<file path="src/rtl/varredura_display_bcd.sv">
`default_nettype none
// ============================================================================
// Module   : varredura_display_bcd
// Brief    : Latches a BCD triple and scans it onto a 3-digit common-anode
//            7-segment display. Define LEADING_ZERO_BLANK_EN to blank leading
//            zeros on the centenas/dezenas digits.
// Revision : 1.0 - initial release
// ============================================================================
module varredura_display_bcd #(
  parameter int REFRESH_DIV = 50000,
  parameter int CNT_W       = 16
) (
  input  logic       clk,
  input  logic       rst,
  input  logic       load,
  input  logic [3:0] bcd_centenas,
  input  logic [3:0] bcd_dezenas,
  input  logic [3:0] bcd_unidades,
  output logic [2:0] an,
  output logic [6:0] seg,
  output logic       frame_tick
);

  localparam logic [CNT_W-1:0] c_last = CNT_W'(REFRESH_DIV - 1);
  localparam logic [CNT_W-1:0] c_one  = CNT_W'(1);
  localparam logic [6:0]       c_seg_off = 7'b1111111;

  typedef enum logic [1:0] {
    UNI = 2'd0,
    DEZ = 2'd1,
    CEN = 2'd2
  } idx_t;

  idx_t             r_idx;
  idx_t             w_idx_next;
  logic [CNT_W-1:0] r_presc;
  logic [CNT_W-1:0] w_presc_next;
  logic             w_adv;
  logic [3:0]       r_cen;
  logic [3:0]       r_dez;
  logic [3:0]       r_uni;
  logic [3:0]       w_digit;
  logic             w_blank;
  logic [2:0]       w_an_next;
  logic [6:0]       w_seg_next;
  logic             w_tick_next;

  // Active-low {g,f,e,d,c,b,a}; non-decimal codes show a dash.
  function automatic logic [6:0] decode(input logic [3:0] d);
    case (d)
      4'd0:    decode = 7'b1000000;
      4'd1:    decode = 7'b1111001;
      4'd2:    decode = 7'b0100100;
      4'd3:    decode = 7'b0110000;
      4'd4:    decode = 7'b0011001;
      4'd5:    decode = 7'b0010010;
      4'd6:    decode = 7'b0000010;
      4'd7:    decode = 7'b1111000;
      4'd8:    decode = 7'b0000000;
      4'd9:    decode = 7'b0010000;
      default: decode = 7'b0111111;
    endcase
  endfunction

  always_ff @(posedge clk or posedge rst) begin
    if (rst) begin
      r_presc    <= '0;
      r_idx      <= UNI;
      r_cen      <= 4'd0;
      r_dez      <= 4'd0;
      r_uni      <= 4'd0;
      an         <= 3'b111;
      seg        <= c_seg_off;
      frame_tick <= 1'b0;
    end else begin
      r_presc    <= w_presc_next;
      r_idx      <= w_idx_next;
      if (load) begin
        r_cen <= bcd_centenas;
        r_dez <= bcd_dezenas;
        r_uni <= bcd_unidades;
      end
      an         <= w_an_next;
      seg        <= w_seg_next;
      frame_tick <= w_tick_next;
    end
  end

  always_comb begin
    w_adv        = (r_presc == c_last);
    w_presc_next = r_presc + c_one;
    w_idx_next   = r_idx;
    w_an_next    = 3'b111;
    w_digit      = 4'd0;
    w_blank      = 1'b0;

    if (w_adv) begin
      w_presc_next = '0;
      case (r_idx)
        UNI:     w_idx_next = DEZ;
        DEZ:     w_idx_next = CEN;
        default: w_idx_next = UNI;
      endcase
    end

    case (r_idx)
      UNI: begin
        w_an_next = 3'b110;
        w_digit   = r_uni;
      end
      DEZ: begin
        w_an_next = 3'b101;
        w_digit   = r_dez;
`ifdef LEADING_ZERO_BLANK_EN
        w_blank   = (r_cen == 4'd0) && (r_dez == 4'd0);
`endif
      end
      CEN: begin
        w_an_next = 3'b011;
        w_digit   = r_cen;
`ifdef LEADING_ZERO_BLANK_EN
        w_blank   = (r_cen == 4'd0);
`endif
      end
      default: begin
        // Unreachable encoding: keep every digit dark until it recovers.
        w_an_next = 3'b111;
        w_blank   = 1'b1;
      end
    endcase

    w_seg_next  = w_blank ? c_seg_off : decode(w_digit);
    w_tick_next = w_adv && (r_idx == CEN);
  end

endmodule
`default_nettype wire
</file>
<file path="config.mk">
export PLATFORM = sky130hd
export DESIGN_NAME = varredura_display_bcd
export DESIGN_NICKNAME = d
export VERILOG_FILES = /design/src/rtl/varredura_display_bcd.sv
export SDC_FILE = /design/constraint.sdc
export NUM_CORES = 1
export LEC_CHECK = 0
export ABC_AREA = 1
export BUFFER_PORTS_ARGS = -buffer_cell sky130_fd_sc_hd__clkbuf_2
export CORE_MARGIN = 2
export CORE_UTILIZATION = 50
export DETAILED_ROUTE_END_ITERATION = 10
export PLACE_DENSITY_LB_ADDON = 0.08
export RECOVER_POWER = 100
export REMOVE_ABC_BUFFERS = 1
export SYNTH_ARGS = -nofsm -noshare
export SYNTH_HDL_FRONTEND = slang
export SYNTH_SLANG_ARGS = --single-unit
export TNS_END_PERCENT = 30
</file>
<file path="constraint.sdc">
create_clock -name clk -period 3 [get_ports clk]
set_input_delay 0.3 -clock clk [delete_from_list [all_inputs] [get_ports clk]]
set_output_delay 0.3 -clock clk [all_outputs]
set_load 0.02 [all_outputs]
</file>
After elaboration in Yosys (flattened, before gate mapping)
Memory sizes are Yosys's and may differ from the RTL's.
Cells that the tools add are included.
- reduce and logical (&&, ||, !) cells: 3
- equality and inequality tests: 3
- $add $sub $neg: 1
- muxes and demuxes: 5
- operators with widths (kind ; count):
    $add A16 B1 Y16 const B ; 1
    $eq A16 B16 Y1 const B ; 1
    $mux W16 ; 1
    $pmux W4 S3 ; 1
    $pmux W3 S3 ; 1
    $mux W7 ; 1
    $pmux W2 S2 ; 1
    $reduce_or A3 Y1 ; 1
    $eq A2 B1 Y1 const B ; 1
    $eq A2 B2 Y1 const B ; 1
    $logic_not A2 Y1 ; 1
    $logic_and A1 B1 Y1 ; 1
- output and inout bits: 11
- ROM bits: 112
- word-level logic and storage cells: 21
- memories: 1
- register bits: 41
- memories (name ; words ; bits a word ; read ports ; clocked after Yosys merged registers in ; write ports ; line ; text):
    (no name shown) ; 16 ; 7 ; 1 ; 0 ; 0 ; 50 ; case (d)

Depth between registers and ports, before layout
Gate-level depths: netlist (run 1).
An unclocked memory read counts as a cell.
- depth after elaboration: 4
- depth in mapped cells: 12

Worst setup path before layout (run 1)
OpenSTA, ideal clock, no wires.
- kind: flip-flop to flip-flop
- start: register r_idx[0]
- end: register seg[3]
- required time: 2913 ps
- path slack: 1453 ps
- stages on the path, launching flop included: 12
- clock period less this slack: 1547 ps
- data arrival time: 1460 ps
- path through: dfrtp_1 buf_6 inv_1 nand3_1 o21ai_0 nor2_1 inv_1 ha_1 inv_1 nand2_1 nand3_1 nand3_1
- longest elaborated chain between the ends: 4
- elaborated cells between the ends (all ways): 7
- classes of those cells: eq/ne: 2; mux: 2; reduce/logical: 2; memory: 1
- ends and longest elaborated chain (what ; line ; text):
    start, declared ; 34 ; idx_t r_idx;
    start signal, assigned ; 77 ; r_idx <= w_idx_next;
    $eq A2 B2 Y1 (tied with other cells) ; 106 ; case (r_idx)
    $pmux W4 S3 ; 106 ;
    $mem_v2 Z16 W7 ; - ;
    $mux W7 (*) ; 132 ; w_seg_next = w_blank ? c_seg_off : decode(w_digit);
    net w_seg_next[3] ; 45 ; logic [6:0] w_seg_next;
    end signal, assigned ; 73 ; seg <= c_seg_off;
    end signal, assigned ; 84 ; seg <= w_seg_next;
    end, declared ; 20 ; output logic [6:0] seg,
The timed path passes the listed nets; every way through them passes the cells marked *.
A chain may end at the register's enable or synchronous reset.

==> results of run 1 <==
-- registers in the layout, summed over array words and instances (netlist names) --
signal,cells
r_dez,4
an,3
r_uni,4
r_idx,2
r_cen,4
seg,7
r_presc,16
frame_tick,1
-- synth_stat cells (all sizes together) --
library cell,instances
buf,2
nor2,41
nand4,3
o21bai,1
mux2,9
dfstp,10
inv,31
o22ai,1
xnor2,1
nor3,1
dfrtp,31
a21oi,2
xor2,6
ha,6
o21ai,8
clkbuf,1
and2,1
nand2,57
nand3,25
-- final cells by class --
class,count,area [um^2],share of cell area
Timing Repair Buffer,26,114,0.0505
Inverter,31,116,0.0516
Multi-Input combinational cell,162,842,0.373
Tap cell,50,62.6,0.0277
Clock inverter,2,10.0,0.00444
Sequential cell,41,1040,0.460
Clock buffer,6,72.6,0.0322
-- metal layers --
layer	track usage	routed length, um
met1	0.269	1860
met2	0.270	1510
met3	0.0667	205
met4	0.0612	10
met5	0	0
-- cell families after synthesis --
kind of cell,count (synthesis)
multiplexers,9
AND/OR/NAND/NOR,128
XOR/XNOR,7
AO/OA/AOI/OAI,12
adder cells (fa/ha/maj),6
flip-flops,41
buffers and inverters,34
-- final timing paths --
kind / slack [ns] / to / depth (start not counted)
worst min-delay path: 0.21 / r_uni[2] / 3
worst max register to register: 1.17 / seg[3] / 10
worst max-delay path: 1.02 / r_presc[10] / 3
max in group clk: 1.17 / seg[3] / 10
min in group asynchronous: 0.76 / frame_tick / 3
worst min register to register: 0.47 / r_presc[0] / 1
-- power breakdown --
part	leakage, nW	internal (mW)	total [mW]	switching [mW]
Clock	0.0450	0.161	0.343	0.182
Combinational	0.603	0.0442	0.124	0.0795
Sequential	0.498	0.594	0.607	0.0131
-- worst max-delay path, delay by kind of cell --
kind	cells	cell delay, ns
buffers and inverters	3	1.64
-- through the flow --
step / hold WS [ns] / power [mW]
2_1_floorplan: 0.407 / 0.705
3_3_place_gp: 0.436 / 0.745
3_5_place_dp: 0.440 / 0.749
4_1_cts: 0.118 / 1.10
5_1_grt: 0.222 / 1.14
6_report: 0.214 / 1.07
==> summary.md, run 1 <==
| Metric | Value |
|---|---|
| First-pass GRT wire length | between 6000 and 7000 um |
| Worst flop-to-flop path startpoint | r_idx[0] |
| FMAX | a little over 500 MHz |
| Max Buffers Root-to-Sink | 2 |
| Multiplexer share of the synthesized area | 0.0502 |
| Tcrit/Tclk final | 0.659 |
| Detailed placer's ending HPWL | ~2700 um |
| Initial antenna violation count | 0 |
| Maximum VDD drop | 341 uV |
| Post-Synth Adder-Cell Area | 0.0372 |
| Post-Synth XOR/XNOR Area | 0.0304 |
| WS Path Type | in2async |
| Final ANT Viol Nets | 0 |
| Place WS | ~1.2 ns |
| Largest family of logic cells by synthesized area | simple AND/OR/NAND/NOR gates |
| Worst skew pair latency | 0.29 ns |
| Inserted Clock Buffers | 5 |
| Pwr dens | approximately 480 nW/um^2 |
| CP required | just under 3 ns |
| Total grt overflow | 0 |
| Vias/cell | roughly 4.9 |
| Actual slew at the worst max-slew pin | between 2 and 2.5 ns |
| Most frequent cells in the layout | nand2_1, nor2_1, dfrtp_1 |
| Slowest cell on crit path | clkbuf_1 |
| Worst EP arrival | between 1.5 and 2 ns |
| Area after DPL | 2190 um^2 |
| Die Span X | roughly 68 um |
| CP startpoint | rst |
| Clock transition at the registers of the reported paths | around 0.08 ns |
| Crit-path max FO | 41 |
| Share of layout cells above drive strength 1 | 0.168 |
| Worst hold start | bcd_unidades[2] |
| Core ar. | ~3900 um^2 |
| CP Cell Sequence | clkbuf_2 > inv_1 > clkbuf_1 |
| P_leak | ~1.1 nW |
| Register area share after synthesis | 0.514 |
| Max-cap violations | 1 |
| Cell row count | 23 |
| RSZ-0062 raised after global routing | no |
| Non-Filler Instances | between 300 and 400 |
| Synth top area cells | dfrtp_1, dfstp_2, nand2_1 |
| Routed wire length per instance | approximately 11 um |
| TritonCTS clock tree | done |
| Final Wtd Congestion | approximately 0.91 |
| FF+latch count, synth | 41 |
| Final hold vios | 0 |
| Number of library cell types mapped by synthesis | 25 |
| I/O Pins | 26 |
| Crit start category | primary input |
| Min setup slack post-route | 1.02 ns |
| Synthesized netlist cell count | 237 |
| Commonest non-fill, non-tap cell in the layout | nand2_1 |
| Port Buf Inserts | 25 |
| Total track usage | 0.190 |
| Clock sink count | 41 |
| Inserted Diodes | 0 |
| Status | finished, violations left |
| DR iter-0 viols | 93 |
| Area Growth Syn to Fin | 11.7% |
| Number of global-route vias before repair | roughly 1400 |
| # setup viols final | 0 |
| Pre-antenna DRT Iters | 4 |
| Max incr delay on CP | between 1.5 and 2 ns |
| CTS Hold Bufs | 0 |
| Hold Crit Class | in2reg |
| Nets | ~290 |
| Fill cell count | around 380 |
| Via Count | between 1500 and 2000 |
| Post-synth top area share | 0.384 |
| Cell taking the most area after synthesis | dfrtp_1 |
| Avg Cell Area, Syn | between 8 and 9 um^2 |
| CTS resizes | 0 |
| DRC viols | 0 |
| Pin count of the biggest net entering global routing | 42 |
| Worst Skew | 0.00395 ns |
| H-tree levels | 2 |
| Complex-gate fraction of the synthesized area | 0.0316 |
| Relative slew slack | -0.421 |
| Failing checks | max-capacitance violations, max-slew violations |
| Min Tclk post-route | approximately 2.0 ns |
| Setup repair bufs after CTS | 0 |
| TNS Setup | 0 ns |
| Die area | roughly 4600 um^2 |
| Simple-gate portion of the synthesized area | 0.269 |
| Syn. warnings | 0 |
| Fin area | roughly 2300 um^2 |
| CTS Root Cell | clkbuf_8 |
| Post-layout util | 0.572 |
| Post-Syn Area | 2020 um^2 |
| Initial Util | 0.512 |
| Final WL | 3590 um |
| Setup crit end kind | asynchronous set/reset pin |
| Max Slew Vio Count | 42 |
| DIE HEIGHT | 67.6 um |
| Placed Cells | 310 |
Power figures use the tool's default switching activity.
==> inputs of run 2 (changes only) <==
==> constraint.sdc (replaced) <==
create_clock -name clk -period 1.8 [get_ports clk]
set_input_delay 0.18 -clock clk [delete_from_list [all_inputs] [get_ports clk]]
set_output_delay 0.18 -clock clk [all_outputs]
set_load 0.02 [all_outputs]
==> run 2 against run 1 <==
Worst setup slack lost 0.86 ns. Via count shrank 0.77%. Sequential cell count did not move. The run now ends clean. Clock power up 120%.
==> summary.md, run 2 (synthesis results as in run 1) <==
| Metric | Value |
|---|---|
| Detailed placer's ending HPWL | about 2700 um |
| Vias/cell | between 4 and 5 |
| Min Tclk post-route | 1.63 ns |
| Area Growth Syn to Fin | 15.8% |
| Crit-path max FO | 8 |
| Most flops, register | r_presc |
| WHS Path Cells | 3 |
| CP required | 2.01 ns |
| Hold Path Sink | r_uni[2] |
| Hold slack final | about 0.095 ns |
| Tcrit/Tclk final | 0.906 |
| Most frequent cells in the layout | nand2_1, nor2_1, inv_1, dfrtp_1, clkbuf_2 |
| Largest regs | r_presc x16, seg x7 |
| Routed wire length per instance | ~11 um |
| DRC viols | 0 |
| R2r setup slk | 0.17 ns |
| # setup viols final | 0 |
| Fill cell count | approximately 370 |
| Hold Crit Class | in2reg |
| TritonCTS clock tree | done |
| RSZ-0062 raised after global routing | no |
| Register area | roughly 1000 um^2 |
| Crit Reg-Reg Endpoint | seg[3] |
| Max-cap violations | 0 |
| Reg2Reg Depth | 10 |
| Final Wtd Congestion | about 0.9 |
| Inserted Diodes | 0 |
| Worst Skew | ~0.012 ns |
| Relative slew slack | 0.359 |
| Commonest non-fill, non-tap cell in the layout | nand2_1 |
| Share of layout cells above drive strength 1 | 0.240 |
| Die Span X | just under 70 um |
| Status | finished, final reports clean |
| Worst EP arrival | between 1.5 and 2 ns |
| Maximum VDD drop | 482 uV |
| Initial antenna violation count | 0 |
| Initial Util | 0.512 |
| Final WL | approximately 3600 um |
| P_leak | approximately 1.2 nW |
| Crit start category | register |
| Worst hold start | bcd_unidades[2] |
| Min setup slack post-route | 0.168 ns |
| Cell row count | 23 |
| Die area | between 4000 and 5000 um^2 |
| Place WS | roughly 0.025 ns |
| Final hold vios | 0 |
| Max FFs per register | 16 |
| WS Path Type | reg2reg |
| TNS Setup | 0 ns |
| Max Buffers Root-to-Sink | 2 |
| Pre-antenna DRT Iters | 4 |
| DR iter-0 viols | 89 |
| Total grt overflow | 0 |
| Setup repair bufs after CTS | 0 |
| Worst skew pair latency | ~0.29 ns |
| Total track usage | 0.187 |
| I/O Pins | 26 |
| Clock sink count | 41 |
| Area of the multi-input gates | between 800 and 900 um^2 |
| FMAX | between 600 and 700 MHz |
| Worst flop-to-flop path startpoint | r_idx[0] |
| Actual slew at the worst max-slew pin | between 0.9 and 1 ns |
| Nets | ~290 |
| Pwr dens | roughly 850 nW/um^2 |
| Number of global-route vias before repair | 1418 |
| CTS Root Cell | clkbuf_8 |
| Total power | 1.98 mW |
| Placed Cells | ~310 |
| Clock transition at the registers of the reported paths | approximately 0.080 ns |
| Port Buf Inserts | 25 |
| Non-Filler Instances | approximately 320 |
| Max Slew Vio Count | 0 |
| Setup crit end kind | register |
| Inserted Clock Buffers | 5 |
| Final ANT Viol Nets | 0 |
| Via Count | between 1500 and 2000 |
| Pin count of the biggest net entering global routing | 42 |
| H-tree levels | 2 |
| DIE HEIGHT | about 68 um |
| First-pass GRT wire length | 6350 um |
| Core ar. | between 3000 and 4000 um^2 |
run 2: changes by cell type in the layout (fill, tap and decap cells not counted), sizes merged:
cell         previous run  this run
clkinv                  2         0
clkbuf                 32        33
dlygate4sd3             0         1
bufinv                  0         1
buf                     0         2
run 2: critical path: stages (launching register included):
cell	delay [ns]
dfrtp_2	0.43
inv_1	0.11
nand3_1	0.10
o21ai_0	0.11
nor2_2	0.17
inv_1	0.09
ha_1	0.30
inv_1	0.05
nand2_1	0.06
nand3_1	0.08
nand3_1	0.06
run 2: how the worst max path moves through the flow:
stage,depth (start not counted),start,endpoint
finish,10,r_idx[0],seg[3]
floorplan,10,r_idx[0],seg[3]
global route,10,r_idx[1],seg[3]
CTS,10,r_idx[0],seg[3]
detailed placement,10,r_idx[0],seg[3]
global placement,10,r_idx[0],seg[3]
run 2: area by class of cell:
cell class	instances	area share
Inverter	31	0.0498
Multi-Input combinational cell	162	0.362
Tap cell	50	0.0268
Clock inverter	1	0.0128
Timing Repair Buffer	29	0.0663
Clock buffer	7	0.0369
Sequential cell	41	0.445
run 2: through the flow:
stage	util	instance area (um^2)
after floorplan	-	2000
after global placement	0.560	2210
after detailed placement	0.560	2210
after CTS	0.593	2340
after global routing	0.593	2340
final	0.593	2340
run 2: power by group:
part	switching (mW)	internal, mW	leakage (nW)
combinational	0.131	0.0827	0.656
sequential	0.0215	0.990	0.494
clock	0.301	0.452	0.0585
total	0.454	1.52	1.21
run 2: layer usage:
layer | global-route usage | share of wire | up-vias
met5 | 0 | 0 | -
met4 | 0.0791 | 0.015 | 0
met3 | 0.0483 | 0.055 | 5
met2 | 0.265 | 0.41 | 42
met1 | 0.270 | 0.52 | 697
li1 | - | - | 808
run 2: timing repair:
action	in CTS	in global routing
hold buffers	1	0
hold endpoints to repair	3	0
setup endpoints to repair	0	5
resized for setup	0	3
==> inputs of run 3 (changes only) <==
--- a/config.mk
+++ b/config.mk
@@ -7,12 +7,14 @@
 export LEC_CHECK = 0
 export ABC_AREA = 1
 export BUFFER_PORTS_ARGS = -buffer_cell sky130_fd_sc_hd__clkbuf_2
+export CAP_MARGIN = 20
 export CORE_MARGIN = 2
 export CORE_UTILIZATION = 50
 export DETAILED_ROUTE_END_ITERATION = 10
 export PLACE_DENSITY_LB_ADDON = 0.08
 export RECOVER_POWER = 100
 export REMOVE_ABC_BUFFERS = 1
+export SETUP_SLACK_MARGIN = 0.2
 export SYNTH_ARGS = -nofsm -noshare
 export SYNTH_HDL_FRONTEND = slang
 export SYNTH_SLANG_ARGS = --single-unit
==> run 3 against run 2 <==
Final cell count up 1.9%. Combinational power about the same. Non-clock buffer count up 6. Via count up 0.90%. Wire length up 3.9%. Worst setup slack better by 0.030 ns. Critical path depth down 1. Core utilization up 1.7 points. Critical path type unchanged. Critical endpoint unchanged. Largest cell class unchanged. Largest power group unchanged.
==> summary.md, run 3 (synthesis results as in run 1) <==
| Metric | Value |
|---|---|
| Total power | ~2.0 mW |
| Min Tclk post-route | ~1.6 ns |
| TritonCTS clock tree | done |
| Final hold vios | 0 |
| Place WS | ~0.025 ns |
| Reg2Reg Depth | 9 |
| Worst skew pair latency | approximately 0.29 ns |
| Hold Path Sink | r_uni[2] |
| Number of global-route vias before repair | approximately 1500 |
| Final ANT Viol Nets | 0 |
| FMAX | approximately 620 MHz |
| Clock sink count | slightly above 40 |
| Final WL | roughly 3700 um |
| Die area | about 4600 um^2 |
| Clock transition at the registers of the reported paths | 0.08 ns |
| Die Span X | slightly below 70 um |
| Maximum VDD drop | between 400 and 500 uV |
| Logic gate share of total power | 0.109 |
| Max Buffers Root-to-Sink | 2 |
| Hold slack final | about 0.099 ns |
| Port Buf Inserts | 25 |
| Sw frac | 0.230 |
| Worst Skew | between 0.01 and 0.015 ns |
| Via Count | 1566 |
| P_sw | ~460 uW |
| Routed wire length per instance | between 10 and 15 um |
| Total track usage | 0.190 |
| Hold Crit Class | in2reg |
| Worst hold start | bcd_unidades[2] |
| Max FFs per register | 16 |
| CP required | ~2 ns |
| Most flops, register | r_presc |
| DRC viols | 0 |
| Worst flop-to-flop path startpoint | r_idx[1] |
| Power share of the sequential group | 0.511 |
| Detailed placer's ending HPWL | roughly 2700 um |
| Crit Reg-Reg Endpoint | seg[3] |
| # setup viols final | 0 |
| GRT busiest layer | met2 |
| WS Path Type | reg2reg |
| Initial Util | 0.512 |
| Met1 GRT Util | 0.272 |
| Commonest non-fill, non-tap cell in the layout | nand2_1 |
| Inserted Clock Buffers | 5 |
| WHS Path Cells | 3 |
| Pint | between 1.5 and 2 mW |
| Clock power share | 0.379 |
| Largest regs | r_presc x16, seg x7 |
| R2r setup slk | 0.20 ns |
| DR iter-0 viols | between 100 and 150 |
| I/O Pins | 26 |
| Status | finished, final reports clean |
| Min setup slack post-route | between 0.15 and 0.2 ns |
| Crit-path max FO | 6 |
| M3 GR Usage | 0.0483 |
| Cell row count | 23 |
| CTS Root Cell | clkbuf_8 |
| RSZ-0062 raised after global routing | yes |
| Pre-antenna DRT Iters | 4 |
| Final Wtd Congestion | 0.899 |
| Tcrit/Tclk final | 0.890 |
| Relative slew slack | 0.349 |
| Share of layout cells above drive strength 1 | 0.238 |
| Pin count of the biggest net entering global routing | 42 |
| Most frequent cells in the layout | nand2_1, nor2_1, dfrtp_1 |
| Initial antenna violation count | 0 |
| Pwr dens | 823 nW/um^2 |
| Max Slew Vio Count | 0 |
| Core ar. | roughly 4000 um^2 |
| Setup crit end kind | register |
| First-pass GRT wire length | between 6000 and 7000 um |
| Worst EP arrival | 1.82 ns |
| DIE HEIGHT | a little under 70 um |
| Crit start category | register |
| P_leak | 1.22 nW |
| Actual slew at the worst max-slew pin | roughly 0.98 ns |
| Area Growth Syn to Fin | 19.0% |
| Max-cap violations | 0 |
| M2 GR Usage | 0.275 |
| Vias/cell | around 4.8 |
| H-tree levels | 2 |
| Nets | 297 |
| Inserted Diodes | 0 |
| Total grt overflow | 0 |
| TNS Setup | 0 ns |
==> run 3: power by group through the flow <==
stage,logic (mW),clock network [mW],registers (mW)
after floorplan,0.114,0,1.06
after global placement,0.215,0,1.03
after detailed placement,0.217,0,1.03
after CTS,0.222,0.770,1.01
after global routing,0.251,0.811,1.02
final,0.217,0.751,1.01
==> run 3: critical path: stages (launching register included) <==
cell and delay [ns]:
dfrtp_1 0.49, buf_4 0.17, nand3_1 0.12, nand3_4 0.14
inv_2 0.06, ha_1 0.29, inv_1 0.05, nand2_1 0.06
nand3_1 0.08, nand3_1 0.06
==> run 3: per-stage QoR <==
stage / util / std cells / area [um^2]
floorplan: - / 234 / 2000
finish: 0.610 / 327 / 2400
detailed placement: 0.560 / 312 / 2210
global route: 0.610 / 327 / 2400
global placement: 0.560 / 312 / 2210
CTS: 0.605 / 326 / 2390
==> run 3: what timing repair did <==
item / CTS / global route
endpoints found under the setup margin: 6 / 14
buffers inserted: 5 / 1
gates resized for setup: 6 / 11
hold endpoints to repair: 3 / 0
gates cloned: 0 / 0
pin swaps: 2 / 3
hold buffers: 1 / 0
==> run 3: metal layers <==
metal | wire, um | part of all wire
met1 | 1930 | 0.52
met5 | 0 | 0
met4 | 49 | 0.013
met2 | 1580 | 0.42
met3 | 162 | 0.044
==> run 3: cell type report <==
type / count / area, um^2
repair buffers: 35 / 186
clock buffers: 7 / 86.3
inverters: 31 / 119
clock inverters: 1 / 30.0
multi-input cells: 162 / 881
well taps: 50 / 62.6
fillers: 358 / 1540
flip-flops and latches: 41 / 1040
==> run 3: worst max-delay path by stage <==
| stage | start | end | cells past startpoint |
|---|---|---|---|
| floorplan | r_idx[0] | seg[3] | 10 |
| global placement | r_idx[0] | seg[3] | 10 |
| detailed placement | r_idx[0] | seg[3] | 10 |
| CTS | r_idx[1] | seg[4] | 8 |
| global route | r_idx[1] | seg[3] | 9 |
| finish | r_idx[1] | seg[3] | 9 |
